==> config.mk <==
export PLATFORM = sky130hd
export DESIGN_NAME = mux1hot_rr_arbiter_flat
export DESIGN_NICKNAME = d
export VERILOG_FILES = /design/src/rtl/mux1hot_rr_arbiter_pkg.sv /design/src/rtl/mux1hot_rr_arbiter_if.sv /design/src/rtl/mux1hot_rr_arbiter_pick.sv /design/src/rtl/mux1hot_rr_arbiter.sv /design/src/flat_wrapper.sv
export SDC_FILE = /design/constraint.sdc
export NUM_CORES = 1
export LEC_CHECK = 0
export BUFFER_PORTS_ARGS = -buffer_cell sky130_fd_sc_hd__clkbuf_2
export CAP_MARGIN = 30
export CORE_ASPECT_RATIO = 1.5
export CORE_MARGIN = 1.5
export CORE_UTILIZATION = 48
export DETAILED_ROUTE_END_ITERATION = 10
export PLACE_DENSITY = 0.84
export SYNTH_ARGS = -nofsm -noshare
export SYNTH_HDL_FRONTEND = slang
export SYNTH_SLANG_ARGS = --single-unit
==> constraint.sdc <==
create_clock -name clk -period 4.7 [get_ports clk]
set_clock_uncertainty 0.05 [all_clocks]
set_input_delay 0.235 -clock clk [delete_from_list [all_inputs] [get_ports clk]]
set_output_delay 0.235 -clock clk [all_outputs]
set_load 0.01 [all_outputs]
==> src/rtl/mux1hot_rr_arbiter_pkg.sv <==
// Shared definitions for the one-hot round-robin arbiter: default sizes
// and the burst-lock state encoding.
package mux1hot_rr_arbiter_pkg;

    localparam int DEF_N     = 4;
    localparam int DEF_WIDTH = 8;

    // OPEN: grant follows the round-robin pointer.
    // LOCKED: grant is pinned to the requester whose burst is in flight.
    typedef enum logic {
        ST_OPEN   = 1'b0,
        ST_LOCKED = 1'b1
    } lock_state_e;

endpackage

==> src/rtl/mux1hot_rr_arbiter_if.sv <==
// Bundle of the N requester channels and the single output channel.
// The arbiter uses the slave view; the surrounding producer/consumer
// environment uses the master view.
interface mux1hot_rr_arbiter_if
    import mux1hot_rr_arbiter_pkg::*;
#(
    parameter int N     = DEF_N,
    parameter int WIDTH = DEF_WIDTH
);

    logic [N-1:0]       req_valid;
    logic [N-1:0]       req_last;
    logic [N*WIDTH-1:0] req_data;
    logic [N-1:0]       req_ready;
    logic               out_valid;
    logic               out_ready;
    logic [WIDTH-1:0]   out_data;
    logic               out_last;
    logic [N-1:0]       out_sel;
    logic               locked;

    modport slave (
        input  req_valid, req_last, req_data, out_ready,
        output req_ready, out_valid, out_data, out_last, out_sel, locked
    );

    modport master (
        output req_valid, req_last, req_data, out_ready,
        input  req_ready, out_valid, out_data, out_last, out_sel, locked
    );

endinterface

==> src/rtl/mux1hot_rr_arbiter_pick.sv <==
// Combinational round-robin picker: returns the first set bit of req at or
// above the one-hot ptr, wrapping from N-1 back to 0.
// The request vector is doubled so the wrapped search becomes a plain
// "lowest set bit at or above ptr" search; both halves are then folded.
module rr_pick1hot
    import mux1hot_rr_arbiter_pkg::*;
#(
    parameter int N = DEF_N
) (
    input  logic [N-1:0] req,
    input  logic [N-1:0] ptr,
    output logic [N-1:0] grant
);

    localparam logic [2*N-1:0] ONE_2N = (2*N)'(1'b1);

    logic [2*N-1:0] req2_s;
    logic [2*N-1:0] at_or_above_s;
    logic [2*N-1:0] cand2_s;
    logic [2*N-1:0] first2_s;

    assign req2_s        = {req, req};
    // ptr is one-hot, so ptr-1 marks every bit below it; invert for "at or above"
    assign at_or_above_s = ~({{N{1'b0}}, ptr} - ONE_2N);
    assign cand2_s       = req2_s & at_or_above_s;
    // isolate the lowest set bit
    assign first2_s      = cand2_s & (~cand2_s + ONE_2N);
    assign grant         = first2_s[N-1:0] | first2_s[2*N-1:N];

endmodule

==> src/rtl/mux1hot_rr_arbiter.sv <==
// Round-robin arbiter sharing one registered output channel among N
// valid/ready requesters. The grant is one-hot, steers an AND-OR data mux,
// and stays pinned to one requester for the length of a req_last burst.
module mux1hot_rr_arbiter
    import mux1hot_rr_arbiter_pkg::*;
#(
    parameter int N     = DEF_N,
    parameter int WIDTH = DEF_WIDTH
) (
    input  logic                  clk,
    input  logic                  rst_n,
    mux1hot_rr_arbiter_if.slave   bus
);

    localparam logic [N-1:0] PTR_INIT = N'(1'b1);

    lock_state_e      state_r;
    lock_state_e      state_next_s;
    logic [N-1:0]     ptr_r;
    logic [N-1:0]     lock_sel_r;
    logic             out_valid_r;
    logic [WIDTH-1:0] out_data_r;
    logic             out_last_r;
    logic [N-1:0]     out_sel_r;

    logic             load_s;
    logic [N-1:0]     pick_s;
    logic [N-1:0]     cand_s;
    logic [N-1:0]     grant_s;
    logic             grant_any_s;
    logic             grant_last_s;
    logic [WIDTH-1:0] mux_data_s;

    // one-hot rotate left by one position, N-1 wraps to 0
    function automatic logic [N-1:0] rotl1(input logic [N-1:0] v);
        logic [N-1:0] r;
        r = '0;
        for (int i = 0; i < N; i++) begin
            r[(i + 1) % N] = v[i];
        end
        return r;
    endfunction

    // output stage can take a new beat when empty or draining this cycle
    assign load_s = ~out_valid_r | bus.out_ready;

    rr_pick1hot #(.N(N)) u_pick (
        .req   (bus.req_valid),
        .ptr   (ptr_r),
        .grant (pick_s)
    );

    // candidate: pinned requester during a burst, round-robin pick otherwise
    always_comb begin
        cand_s = '0;
        if (state_r == ST_LOCKED) begin
            cand_s = lock_sel_r & bus.req_valid;
        end else begin
            cand_s = pick_s;
        end
    end

    // grant only when the output can load and not while reset is applied
    always_comb begin
        grant_s = '0;
        if (rst_n && load_s) begin
            grant_s = cand_s;
        end else begin
            grant_s = '0;
        end
    end

    assign grant_any_s  = |grant_s;
    assign grant_last_s = |(bus.req_last & grant_s);

    // AND-OR one-hot data mux; zero whenever nothing is granted
    always_comb begin
        mux_data_s = '0;
        for (int i = 0; i < N; i++) begin
            mux_data_s = mux_data_s | (bus.req_data[i*WIDTH +: WIDTH] & {WIDTH{grant_s[i]}});
        end
    end

    // burst lock next-state: lock on a non-last beat, release on the last beat
    always_comb begin
        state_next_s = state_r;
        case (state_r)
            ST_OPEN: begin
                if (grant_any_s && !grant_last_s) begin
                    state_next_s = ST_LOCKED;
                end else begin
                    state_next_s = ST_OPEN;
                end
            end
            ST_LOCKED: begin
                if (grant_any_s && grant_last_s) begin
                    state_next_s = ST_OPEN;
                end else begin
                    state_next_s = ST_LOCKED;
                end
            end
            default: state_next_s = ST_OPEN;
        endcase
    end

    // burst lock state register
    always_ff @(posedge clk) begin
        if (!rst_n) begin
            state_r <= ST_OPEN;
        end else begin
            state_r <= state_next_s;
        end
    end

    // priority pointer, lock owner and the registered output channel
    always_ff @(posedge clk) begin
        if (!rst_n) begin
            ptr_r       <= PTR_INIT;
            lock_sel_r  <= '0;
            out_valid_r <= 1'b0;
            out_data_r  <= '0;
            out_last_r  <= 1'b0;
            out_sel_r   <= '0;
        end else if (grant_any_s) begin
            out_valid_r <= 1'b1;
            out_data_r  <= mux_data_s;
            out_last_r  <= grant_last_s;
            out_sel_r   <= grant_s;
            if (grant_last_s) begin
                ptr_r <= rotl1(grant_s);
            end else begin
                lock_sel_r <= grant_s;
            end
        end else if (load_s) begin
            out_valid_r <= 1'b0;
        end else begin
            out_valid_r <= out_valid_r;
        end
    end

    assign bus.req_ready = grant_s;
    assign bus.out_valid = out_valid_r;
    assign bus.out_data  = out_data_r;
    assign bus.out_last  = out_last_r;
    assign bus.out_sel   = out_sel_r;
    assign bus.locked    = (state_r == ST_LOCKED);

endmodule

==> src/flat_wrapper.sv <==
// flat-port wrapper written by rule: the top's interface ports become plain ports
module mux1hot_rr_arbiter_flat import mux1hot_rr_arbiter_pkg::*;
#(
    parameter int N     = DEF_N,
    parameter int WIDTH = DEF_WIDTH
)
  (clk, rst_n, bus_req_valid, bus_req_last, bus_req_data, bus_out_ready, bus_req_ready, bus_out_valid, bus_out_data, bus_out_last, bus_out_sel, bus_locked);
  mux1hot_rr_arbiter_if #(.N(N), .WIDTH(WIDTH)) bus_i ();
  input  logic clk;
  input  logic rst_n;
  input wire logic [$bits(bus_i.req_valid)-1:0] bus_req_valid;
  input wire logic [$bits(bus_i.req_last)-1:0] bus_req_last;
  input wire logic [$bits(bus_i.req_data)-1:0] bus_req_data;
  input wire logic [$bits(bus_i.out_ready)-1:0] bus_out_ready;
  output wire logic [$bits(bus_i.req_ready)-1:0] bus_req_ready;
  output wire logic [$bits(bus_i.out_valid)-1:0] bus_out_valid;
  output wire logic [$bits(bus_i.out_data)-1:0] bus_out_data;
  output wire logic [$bits(bus_i.out_last)-1:0] bus_out_last;
  output wire logic [$bits(bus_i.out_sel)-1:0] bus_out_sel;
  output wire logic [$bits(bus_i.locked)-1:0] bus_locked;
  assign bus_i.req_valid = bus_req_valid;
  assign bus_i.req_last = bus_req_last;
  assign bus_i.req_data = bus_req_data;
  assign bus_i.out_ready = bus_out_ready;
  assign bus_req_ready = bus_i.req_ready;
  assign bus_out_valid = bus_i.out_valid;
  assign bus_out_data = bus_i.out_data;
  assign bus_out_last = bus_i.out_last;
  assign bus_out_sel = bus_i.out_sel;
  assign bus_locked = bus_i.locked;
  mux1hot_rr_arbiter #(.N(N), .WIDTH(WIDTH)) u_core (.clk(clk), .rst_n(rst_n), .bus(bus_i));
endmodule
==> flow_summary_export.csv, run 1 <==
group,metric,value,unit
worst_setup_path,r2r_start,"u_core.ptr_r[0]",
worst_setup_path,r2r_setup_slack,1.43,ns
pwr,power.leakage,0.706,nW
flow_run,maxCapViolations,0,
worst_setup_path,crit_end,"u_core.lock_sel_r[0]",
logic_synthesis,synth.distinct_cells,40,
grt,grt_pass1_wl,5310,um
cells_and_area,synthToLayoutAreaGrowth,27.4,%
grt,grt_max_degree,18,
worst_setup_path,r2r_end,"u_core.lock_sel_r[0]",
timing,slew_headroom,32.9,%
pwr,p_sw,0.000251,W
timing,finalCriticalPeriod,3.27,ns
die,die_area,0.00287,sq mm
cells_and_area,final_nets,239,
timing,fin_setup_tns,0,ns
grt,grt_overflow,0,
die,initial_core_util,50.6,%
clock_network,cts_max_level,1,
cells_and_area,mostFrequentLayoutCells,"clkbuf_2 (61), nand2_1 (25), dfxtp_1 (23)",
place,dpl_worst_slack,1.47,ns
run_status,status,"completed",
clock_network,clk_path_buf_depth,2,
timing,max_freq,0.306,GHz
logic_synthesis,ys_ff_latch,23,
clock_network,path_clk_slew,0.13,ns
logic_synthesis,syn_area,0.00122,sq mm
worst_setup_path,cp-start-kind,"flop",
routing,num_vias,1333,
logic_synthesis,netlist_instances,135,
timing,timing.final.crit_share,69.5,%
timing,hold_viol_final,0,
cells_and_area,drive_above_1_share,38.7,%
clock_network,post_cts_resized,0,
logic_synthesis,seq_area_frac_synth,37.6,%
logic_synthesis,avgSynthCellArea,9.07,sq um
cells_and_area,finalInstanceArea,0.00156,sq mm
pwr,clkPwrFrac,13.9,%
logic_synthesis,synthAdderAreaFrac,1.02,%
timing,setup_ws,1.43,ns
place,io_buffers,61,
worst_setup_path,cp_slowest_cell,"nor2_1",
pwr,cellPowerDensity,414,mW/mm^2
cells_and_area,fill_cells,217,
logic_synthesis,synth_xor_xnor_area_share,1.43,%
grt,grt_pass1_vias,1260,
clock_network,cts.sinks,23,
clock_network,numCtsBuffers,3,
logic_synthesis,synth_mux_area_share,1.63,%
pwr,combPwrFrac,44.5,%
routing,drc,0,
worst_setup_path,critPathMaxStageDelay,0.79,ns
routing,drtAntennaViolNets,0,
die,num_io_pins,62,
logic_synthesis,synth_warnings,0,
pwr,internal-power,0.000394,W
cells_and_area,fin_util,64.4,%
routing,wl_per_cell,14.9,um
die,core-area,0.00242,sq mm
logic_synthesis,syn_nets,179,
clock_network,insertion_delay,0.30,ns
logic_synthesis,synth-simple-area-share,19.7,%
worst_setup_path,critPathMaxFanout,17,
worst_hold_path,hp-class,"primary input to flop",
clock_network,hold_buffers,0,
clock_network,cts_setup_buffers,0,
routing,via_per_inst,6.11,
timing,rsz0062_at_grt,"false",
grt,antenna_found_initial,0,
timing,slew_viol_final,0,
grt,grt_use_total,24.2,%
worst_setup_path,startpoint,"u_core.ptr_r[0]",
routing,firstDrtPassIters,5,
pwr,power_frac_seq,41.6,%
logic_synthesis,synth_top_family_by_area,"compound AO/OA/AOI/OAI gates",
routing,drtIter0Drc,33,
cells_and_area,multiInputGateArea,704,sq um
cells_and_area,ff_latch_area,460,sq um
timing,worst_pin_slew,1.00,ns
place,place_hpwl,2570,um
worst_setup_path,required,4.85,ns
die,num_rows,22,
die,die_w,44.2,um
routing,drt_wl_total,3250,um
pwr,peakVddDrop,0.329,mV
pwr,swShare,38.9,%
place,dpl_cell_area,0.00153,sq mm
worst_setup_path,crit_type,"flop to flop",
clock_network,cts_tree,"done",
cells_and_area,antennaDiodeCount,0,
place,dpl.cell_count,214,
worst_setup_path,path_cells,"inv_1 > ha_1 > a22oi_1 > a21boi_0 > a311oi_1 > nor2_1 > nor4_4 > nand2b_4 > a32o_1",
cells_and_area,final_common_cell,"clkbuf_2",
worst_setup_path,cp-end-kind,"flop",
die,die_h,64.9,um
timing,setup_viol,0,
place,routabilityCongestion,0.810,
logic_synthesis,synth_compound_area_share,33.7,%
cells_and_area,final_cells,218,
clock_network,cts_root_buffer,"clkbuf_4",
worst_setup_path,rr_worst_depth,9,
worst_setup_path,cp_data_arrival_time,3.42,ns
[cell type report]
cell class                      instances  share of cell area (%)
Multi-Input combinational cell         98                    45.1
Sequential cell                        23                    29.5
Timing Repair Buffer                   62                    20.0
Tap cell                               24                    1.92
Clock buffer                            4                    1.68
Inverter                                7                    1.68
[sequential cells by signal, summed over array words and instances (netlist names), named ones only]
| signal | flops |
|---|---|
| u_core.ptr_r | 4 |
| u_core.bus.out_last | 1 |
| u_core.bus.out_valid | 1 |
| u_core.bus.out_sel | 4 |
| u_core.bus.out_data | 8 |
| u_core.lock_sel_r | 4 |
[stage by stage]
stage               hold slack [ns]  total power, W
global route                  0.106        0.000691
finish                        0.106        0.000646
detailed placement            0.400        0.000560
CTS                           0.105        0.000648
floorplan                     0.343        0.000471
global placement              0.397        0.000551
[worst min-delay path by stage]
stage                        start                endpoint  slack, ns  cells past startpoint
6_report          bus_req_data[28]  u_core.bus.out_data[4]       0.11                      3
3_3_place_gp   u_core.bus.out_last     u_core.bus.out_last       0.40                      2
4_1_cts           bus_req_data[28]  u_core.bus.out_data[4]       0.11                      3
5_1_grt           bus_req_data[24]  u_core.bus.out_data[0]       0.11                      3
3_5_place_dp   u_core.bus.out_last     u_core.bus.out_last       0.40                      2
2_1_floorplan     bus_req_data[24]  u_core.bus.out_data[0]       0.34                      2
[cell usage after synthesis]
master,count,share of area (%)
a211oi_1,1,0.61
a211oi_2,1,1.0
a211oi_4,1,1.6
a21boi_0,1,0.61
a21oi_1,8,3.3
a221o_1,1,0.82
a221oi_1,1,0.72
a221oi_4,2,4.3
a222oi_1,8,6.5
a22oi_1,1,0.61
a311oi_1,1,0.72
a31o_2,1,0.72
a31oi_1,8,4.1
a31oi_2,1,1.0
a32o_1,3,2.5
and4bb_1,1,1.0
buf_2,3,1.2
buf_4,1,0.61
clkbuf_1,3,0.92
dfxtp_1,23,38
ha_1,1,1.0
inv_1,7,2.1
mux2i_1,2,1.6
nand2_1,25,7.7
nand2b_1,2,1.0
nand2b_4,1,1.1
nand3_1,2,0.82
nand4b_1,1,0.72
nor2_1,7,2.1
nor2b_1,4,2.0
nor4_4,1,1.7
o2111ai_1,2,1.4
o211ai_1,1,0.61
o21ai_0,3,1.2
o21bai_1,1,0.61
o2bb2ai_1,1,0.72
or2_2,1,0.51
or3_4,1,0.92
xnor2_1,1,0.72
xor2_1,1,0.72
[worst max-delay path: cells and delay by family (launching register included)]
family	cells	cell delay, ns
adders and majority gates	1	0.33
AOI/OAI and AO/OA	4	0.99
DFF	1	0.46
buffers and inverters	1	0.07
and+or+nand+nor	3	1.26
[power by group through the flow]
stage / Combinational, W / Clock [W] / Sequential [W]
6_report: 0.000288 / 0.0000894 / 0.000269
5_1_grt: 0.000316 / 0.000102 / 0.000273
4_1_cts: 0.000289 / 0.0000910 / 0.000268
3_5_place_dp: 0.000287 / 0 / 0.000272
3_3_place_gp: 0.000280 / 0 / 0.000271
2_1_floorplan: 0.000189 / 0 / 0.000282
[kinds of logic (layout without fill, tap and decap cells)]
group / Yosys count / count (layout)
compound gates: 47 / 47
simple gates: 46 / 46
flops: 23 / 23
buf+inv: 14 / 73
xor+xnor: 2 / 2
mux: 2 / 2
fa+ha+maj: 1 / 1
[metal layers]
layer	GRT usage (%)	wire, um	share of wire, %	vias to the layer above
li1	-	-	-	632
met1	26.6	1200	37	623
met2	44.7	1740	54	72
met3	2.79	235	7.2	6
met4	9.85	71	2.2	0
met5	0	0	0	-
Power figures use the tool's default switching activity.
==> run 2: changes to the inputs <==
Settings changed: CORE_UTILIZATION 48 to 45, PLACE_DENSITY 0.84 to 0.79.
Clock period 4.7 ns to 3.1 ns, I/O delays scaled along.
==> flow_summary_export.csv, run 2 (synthesis gave the netlist of run 1 again) <==
group,metric,value,unit
routing,num_vias,1327,
clock_network,cts_tree,"done",
cells_and_area,ff_latch_area,460,sq um
die,num_rows,23,
grt,antenna_found_initial,0,
timing,hold_viol_final,0,
place,place_hpwl,2610,um
routing,firstDrtPassIters,4,
worst_hold_path,hold_path_end,"u_core.bus.out_data[7]",
worst_setup_path,r2r_start,"u_core.ptr_r[0]",
clock_network,cts_root_buffer,"clkbuf_8",
cells_and_area,finalInstanceArea,0.00165,sq mm
cells_and_area,multiInputGateArea,704,sq um
flow_run,maxCapViolations,0,
worst_setup_path,r2r_setup_slack,0.26,ns
cells_and_area,final_nets,246,
routing,drtIter0Drc,57,
die,die_h,66.9,um
grt,grt_use_total,23.6,%
worst_setup_path,required,3.21,ns
worst_hold_path,hp-class,"primary input to flop",
clock_network,path_clk_slew,0.08,ns
grt,grt_max_degree,17,
cells_and_area,final_common_cell,"clkbuf_2",
routing,drc,0,
worst_setup_path,rr_worst_depth,9,
cells_and_area,fill_cells,237,
worst_setup_path,critPathMaxFanout,10,
worst_setup_path,cp-end-kind,"flop",
pwr,cellPowerDensity,645,mW/mm^2
run_status,status,"completed",
timing,setup_viol,0,
die,core-area,0.00262,sq mm
cells_and_area,mostFrequentLayoutCells,"clkbuf_2 (61), nand2_1 (25), dfxtp_1 (23)",
cells_and_area,antennaDiodeCount,0,
timing,max_freq,0.352,GHz
grt,grt_pass1_wl,5350,um
clock_network,cts_max_level,1,
routing,drtAntennaViolNets,0,
worst_hold_path,whs_path_depth,3,
worst_setup_path,cp-start-kind,"flop",
clock_network,clk_path_buf_depth,2,
worst_setup_path,cp_data_arrival_time,2.95,ns
grt,grt_pass1_vias,1246,
timing,slew_viol_final,0,
grt,grt_overflow,0,
timing,timing.final.crit_share,91.8,%
cells_and_area,drive_above_1_share,41.3,%
worst_setup_path,crit_type,"flop to flop",
worst_hold_path,worstHoldStart,"bus_req_data[31]",
die,die_area,0.00305,sq mm
worst_setup_path,r2r_end,"u_core.lock_sel_r[1]",
clock_network,insertion_delay,0.26,ns
die,initial_core_util,46.8,%
die,num_io_pins,62,
timing,fin_setup_tns,0,ns
routing,via_per_inst,5.58,
pwr,peakVddDrop,0.448,mV
place,dpl_cell_area,0.00159,sq mm
timing,finalCriticalPeriod,2.84,ns
timing,worst_pin_slew,0.563,ns
cells_and_area,largest_reg_flops,8,
timing,rsz0062_at_grt,"false",
clock_network,hold_buffers,0,
die,die_w,45.6,um
place,io_buffers,61,
clock_network,cts.sinks,23,
routing,wl_per_cell,14.3,um
timing,slew_headroom,62.5,%
cells_and_area,synthToLayoutAreaGrowth,34.6,%
clock_network,numCtsBuffers,3,
pwr,power.leakage,0.753,nW
place,routabilityCongestion,0.837,
routing,drt_wl_total,3410,um
run 2: cell types whose count changed in the layout (fill, tap and decap cells not counted), sizes merged:
cell	delta
clkinv	+1
clkbuf	-1
buf	+7
run 2: layout make-up:
class	count	area share, %
Tap cell	37	2.81
Clock inverter	1	0.303
Multi-Input combinational cell	98	42.7
Sequential cell	23	27.9
Clock buffer	3	2.50
Timing Repair Buffer	69	22.2
Inverter	7	1.59
run 2: power by group:
group / internal (W) / leakage [nW] / switching, W
clock: 0.0000896 / 0.0255 / 0.0000926
combinational: 0.000216 / 0.538 / 0.000257
sequential: 0.000360 / 0.189 / 0.0000480
total: 0.000666 / 0.753 / 0.000398
run 2: through the flow:
step	power, W	util, %	hold slack [ns]	setup slack, ns	std cells
CTS	0.00106	62.4	0.0752	0.182	236
detailed placement	0.000878	60.6	0.361	0.293	232
finish	0.00106	63.0	0.0819	0.255	238
floorplan	0.000713	-	0.263	0.680	135
global placement	0.000860	60.6	0.354	0.431	232
global route	0.00113	63.0	0.0988	0.0657	238
run 2: worst max path at each step:
stage               startpoint                    to  slack (ns)  depth (start not counted)
3_5_place_dp   u_core.ptr_r[0]  u_core.lock_sel_r[1]        0.29                          9
6_report       u_core.ptr_r[0]  u_core.lock_sel_r[1]        0.26                          9
3_3_place_gp   u_core.ptr_r[0]  u_core.lock_sel_r[2]        0.43                          9
2_1_floorplan  u_core.ptr_r[0]  u_core.lock_sel_r[0]        0.68                          9
5_1_grt        u_core.ptr_r[0]  u_core.lock_sel_r[0]        0.07                          9
4_1_cts        u_core.ptr_r[0]      bus_req_ready[3]        0.18                          8
run 2: per-layer routing:
layer	track usage (%)	wire (um)	up-vias
li1	-	-	645
met1	28.5	1330	633
met2	40.8	1880	45
met3	2.44	156	4
met4	9.56	39	0
met5	0	0	-
run 2: what timing repair did:
| action | 4_1_cts | 5_1_grt |
|---|---|---|
| buffers inserted | 0 | 2 |
| resized for setup | 0 | 0 |
| endpoints found under the setup margin | 0 | 1 |
run 2: critical path, stage by stage (launching register included):
cell and delay, ns:
dfxtp_1 0.44, inv_1 0.07, ha_1 0.22, xnor2_1 0.26, a21boi_0 0.20, a311oi_1 0.42
o2bb2ai_1 0.22, a221oi_4 0.49, nand2b_4 0.09, a32o_1 0.27
==> run 3: changes to the inputs <==
Settings changed: CORE_UTILIZATION 45 to 47, SYNTH_HIERARCHICAL set to 1.
==> flow_summary_export.csv, run 3 <==
group,metric,value,unit
timing,slew_headroom,44.5,%
die,core-area,0.00288,sq mm
cells_and_area,final_nets,263,
timing,max_freq,0.361,GHz
logic_synthesis,synth_common_cells,"dfxtp_1 (23), a21oi_1 (16), a21o_1 (14), a222oi_1 (14), nand2_1 (13)",
pwr,p_sw,0.000639,W
routing,drt_wl_total,3890,um
routing,wl_per_cell,15.1,um
pwr,total_power,0.00150,W
logic_synthesis,ys_ff_latch,23,
timing,timing.final.crit_share,89.3,%
logic_synthesis,synth_area_leader_cell,"dfxtp_1",
cells_and_area,final_common_cell,"clkbuf_2",
timing,fin_setup_tns,0,ns
timing,hold_viol_final,0,
clock_network,numCtsBuffers,3,
pwr,peakVddDrop,0.607,mV
pwr,power_frac_seq,33.7,%
worst_setup_path,rr_worst_depth,10,
timing,rsz0062_at_grt,"false",
pwr,swShare,42.7,%
cells_and_area,finalInstanceArea,0.00179,sq mm
cells_and_area,mostFrequentLayoutCells,"clkbuf_2 (61), dfxtp_1 (23), a21oi_1 (16)",
cells_and_area,synthToLayoutAreaGrowth,26.3,%
pwr,clkPwrFrac,12.8,%
worst_setup_path,r2r_start,"u_core/ptr_r[0]",
logic_synthesis,seq_area_frac_synth,32.4,%
worst_setup_path,cp-end-kind,"primary output",
cells_and_area,drive_above_1_share,39.4,%
routing,num_vias,1520,
clock_network,path_clk_slew,0.09,ns
grt,grt_pass1_vias,1427,
die,die_area,0.00337,sq mm
worst_setup_path,critPathMaxFanout,6,
logic_synthesis,synth_top_area_share,32.4,%
worst_hold_path,hp-class,"primary input to flop",
worst_setup_path,crit_type,"flop to primary output",
timing,finalCriticalPeriod,2.77,ns
worst_setup_path,required,2.89,ns
place,place_hpwl,3010,um
logic_synthesis,ys.flop_type,"dfxtp_1",
logic_synthesis,netlist_instances,161,
clock_network,cts.sinks,23,
run_status,status,"completed",
worst_setup_path,cp_data_arrival_time,2.56,ns
die,num_io_pins,62,
cells_and_area,antennaDiodeCount,0,
logic_synthesis,synth_warnings,6,
grt,grt_pass1_wl,6240,um
place,routabilityCongestion,0.804,
routing,drtAntennaViolNets,0,
logic_synthesis,synth_most_common_cell,"dfxtp_1",
grt,grt_overflow,0,
worst_setup_path,r2r_setup_slack,0.35,ns
die,die_w,47.9,um
logic_synthesis,synth-async-reset-ratio,0,%
clock_network,hold_buffers,0,
clock_network,cts_max_level,1,
routing,drc,0,
pwr,combPwrFrac,53.5,%
timing,setup_viol,0,
timing,hold_slack,0.157,ns
logic_synthesis,syn_area,0.00142,sq mm
die,die_h,70.3,um
worst_setup_path,crit_end,"bus_req_ready[2]",
clock_network,post_cts_resized,0,
die,num_rows,24,
grt,grt_use_total,24.7,%
timing,slew_viol_final,0,
clock_network,cts_root_buffer,"clkbuf_8",
clock_network,insertion_delay,0.27,ns
worst_setup_path,r2r_end,"u_core/ptr_r[3]",
logic_synthesis,ys_top_cells_by_area,"dfxtp_1 (32%), a222oi_1 (9.9%), a21o_1 (7.4%)",
logic_synthesis,synth.distinct_cells,43,
pwr,power.leakage,0.892,nW
routing,firstDrtPassIters,6,
place,io_buffers,61,
routing,drtIter0Drc,119,
cells_and_area,largest_reg_flops,8,
logic_synthesis,syn_nets,205,
place,dpl_cell_area,0.00174,sq mm
worst_setup_path,startpoint,"u_core/ptr_r[0]",
timing,worst_pin_slew,0.829,ns
grt,grt_max_degree,17,
worst_setup_path,cp-start-kind,"flop",
clock_network,cts_tree,"done",
flow_run,maxCapViolations,0,
clock_network,cts_setup_buffers,0,
pwr,internal-power,0.000857,W
routing,via_per_inst,5.91,
logic_synthesis,avgSynthCellArea,8.82,sq um
die,initial_core_util,49.3,%
logic_synthesis,synth-edff-count,0,
clock_network,clk_path_buf_depth,2,
pwr,cellPowerDensity,834,mW/mm^2
grt,antenna_found_initial,0,
==> run 3: changes by cell type after synthesis, sizes merged, moves of 3 or more <==
cell,previous run,this run
a21o,0,14
a21oi,8,20
nand2,25,13
a31oi,9,0
a222oi,8,14
nor2,7,12
a22o,0,4
and3,0,4
nor3,0,4
a32o,3,0
o21ai,3,6
==> run 3: worst min path at each step <==
| stage | slack [ns] | cells past startpoint | to | start |
|---|---|---|---|---|
| floorplan | 0.30 | 2 | u_core/bus.out_data[3] | bus_req_data[27] |
| global placement | 0.39 | 1 | u_core/bus.out_sel[3] | u_core/bus.out_sel[3] |
| detailed placement | 0.39 | 1 | u_core/bus.out_sel[3] | u_core/bus.out_sel[3] |
| CTS | 0.16 | 3 | u_core/bus.out_valid | bus_out_ready |
| global route | 0.17 | 3 | u_core/bus.out_valid | bus_out_ready |
| finish | 0.16 | 3 | u_core/bus.out_valid | bus_out_ready |
==> run 3: worst max-delay path, cell delays in order (launching register included) <==
cell and delay [ns]:
dfxtp_1 0.43, inv_1 0.07, ha_1 0.22, nand2b_1 0.10, a21oi_1 0.13, o32ai_1 0.76, a21oi_2 0.17, nor2_1 0.24
clkbuf_2 0.18
==> run 3: kinds of logic (layout without fill, tap and decap cells) <==
family | after synthesis | count (layout) | synth area share (%)
compound gates | 72 | 72 | 40.8
xor+xnor | 2 | 2 | 1.23
fa+ha+maj | 1 | 1 | 0.881
buf+inv | 17 | 74 | 5.81
flops | 23 | 23 | 32.4
mux | 4 | 4 | 2.82
simple gates | 42 | 42 | 16.0
==> run 3: power groups by stage <==
stage	registers [W]	clock network, W	logic, W
finish	0.000504	0.000191	0.000800
global route	0.000521	0.000205	0.000878
CTS	0.000504	0.000199	0.000796
detailed placement	0.000511	0	0.000793
global placement	0.000511	0	0.000777
floorplan	0.000516	0	0.000545
==> run 3: layer usage <==
| layer | track usage, % | vias up | share of wire, % |
|---|---|---|---|
| li1 | - | 738 | - |
| met1 | 33.7 | 695 | 40 |
| met2 | 37.9 | 80 | 51 |
| met3 | 4.13 | 7 | 7.7 |
| met4 | 9.01 | 0 | 1.3 |
| met5 | 0 | - | 0 |
==> run 3: cell type report <==
| class | instances | area [sq um] |
|---|---|---|
| Sequential cell | 23 | 460 |
| Multi-Input combinational cell | 121 | 885 |
| Tap cell | 39 | 48.8 |
| Clock buffer | 3 | 41.3 |
| Inverter | 6 | 22.5 |
| Fill cell | 288 | 1090 |
| Clock inverter | 1 | 7.51 |
| Timing Repair Buffer | 64 | 328 |
==> run 3: stage by stage <==
step	utilization, %	cells	worst slack, ns
final	62.2	257	0.331
after floorplan	-	161	0.573
after detailed placement	60.5	253	0.424
after global routing	62.2	257	0.113
after global placement	60.5	253	0.534
after CTS	62.2	257	0.344
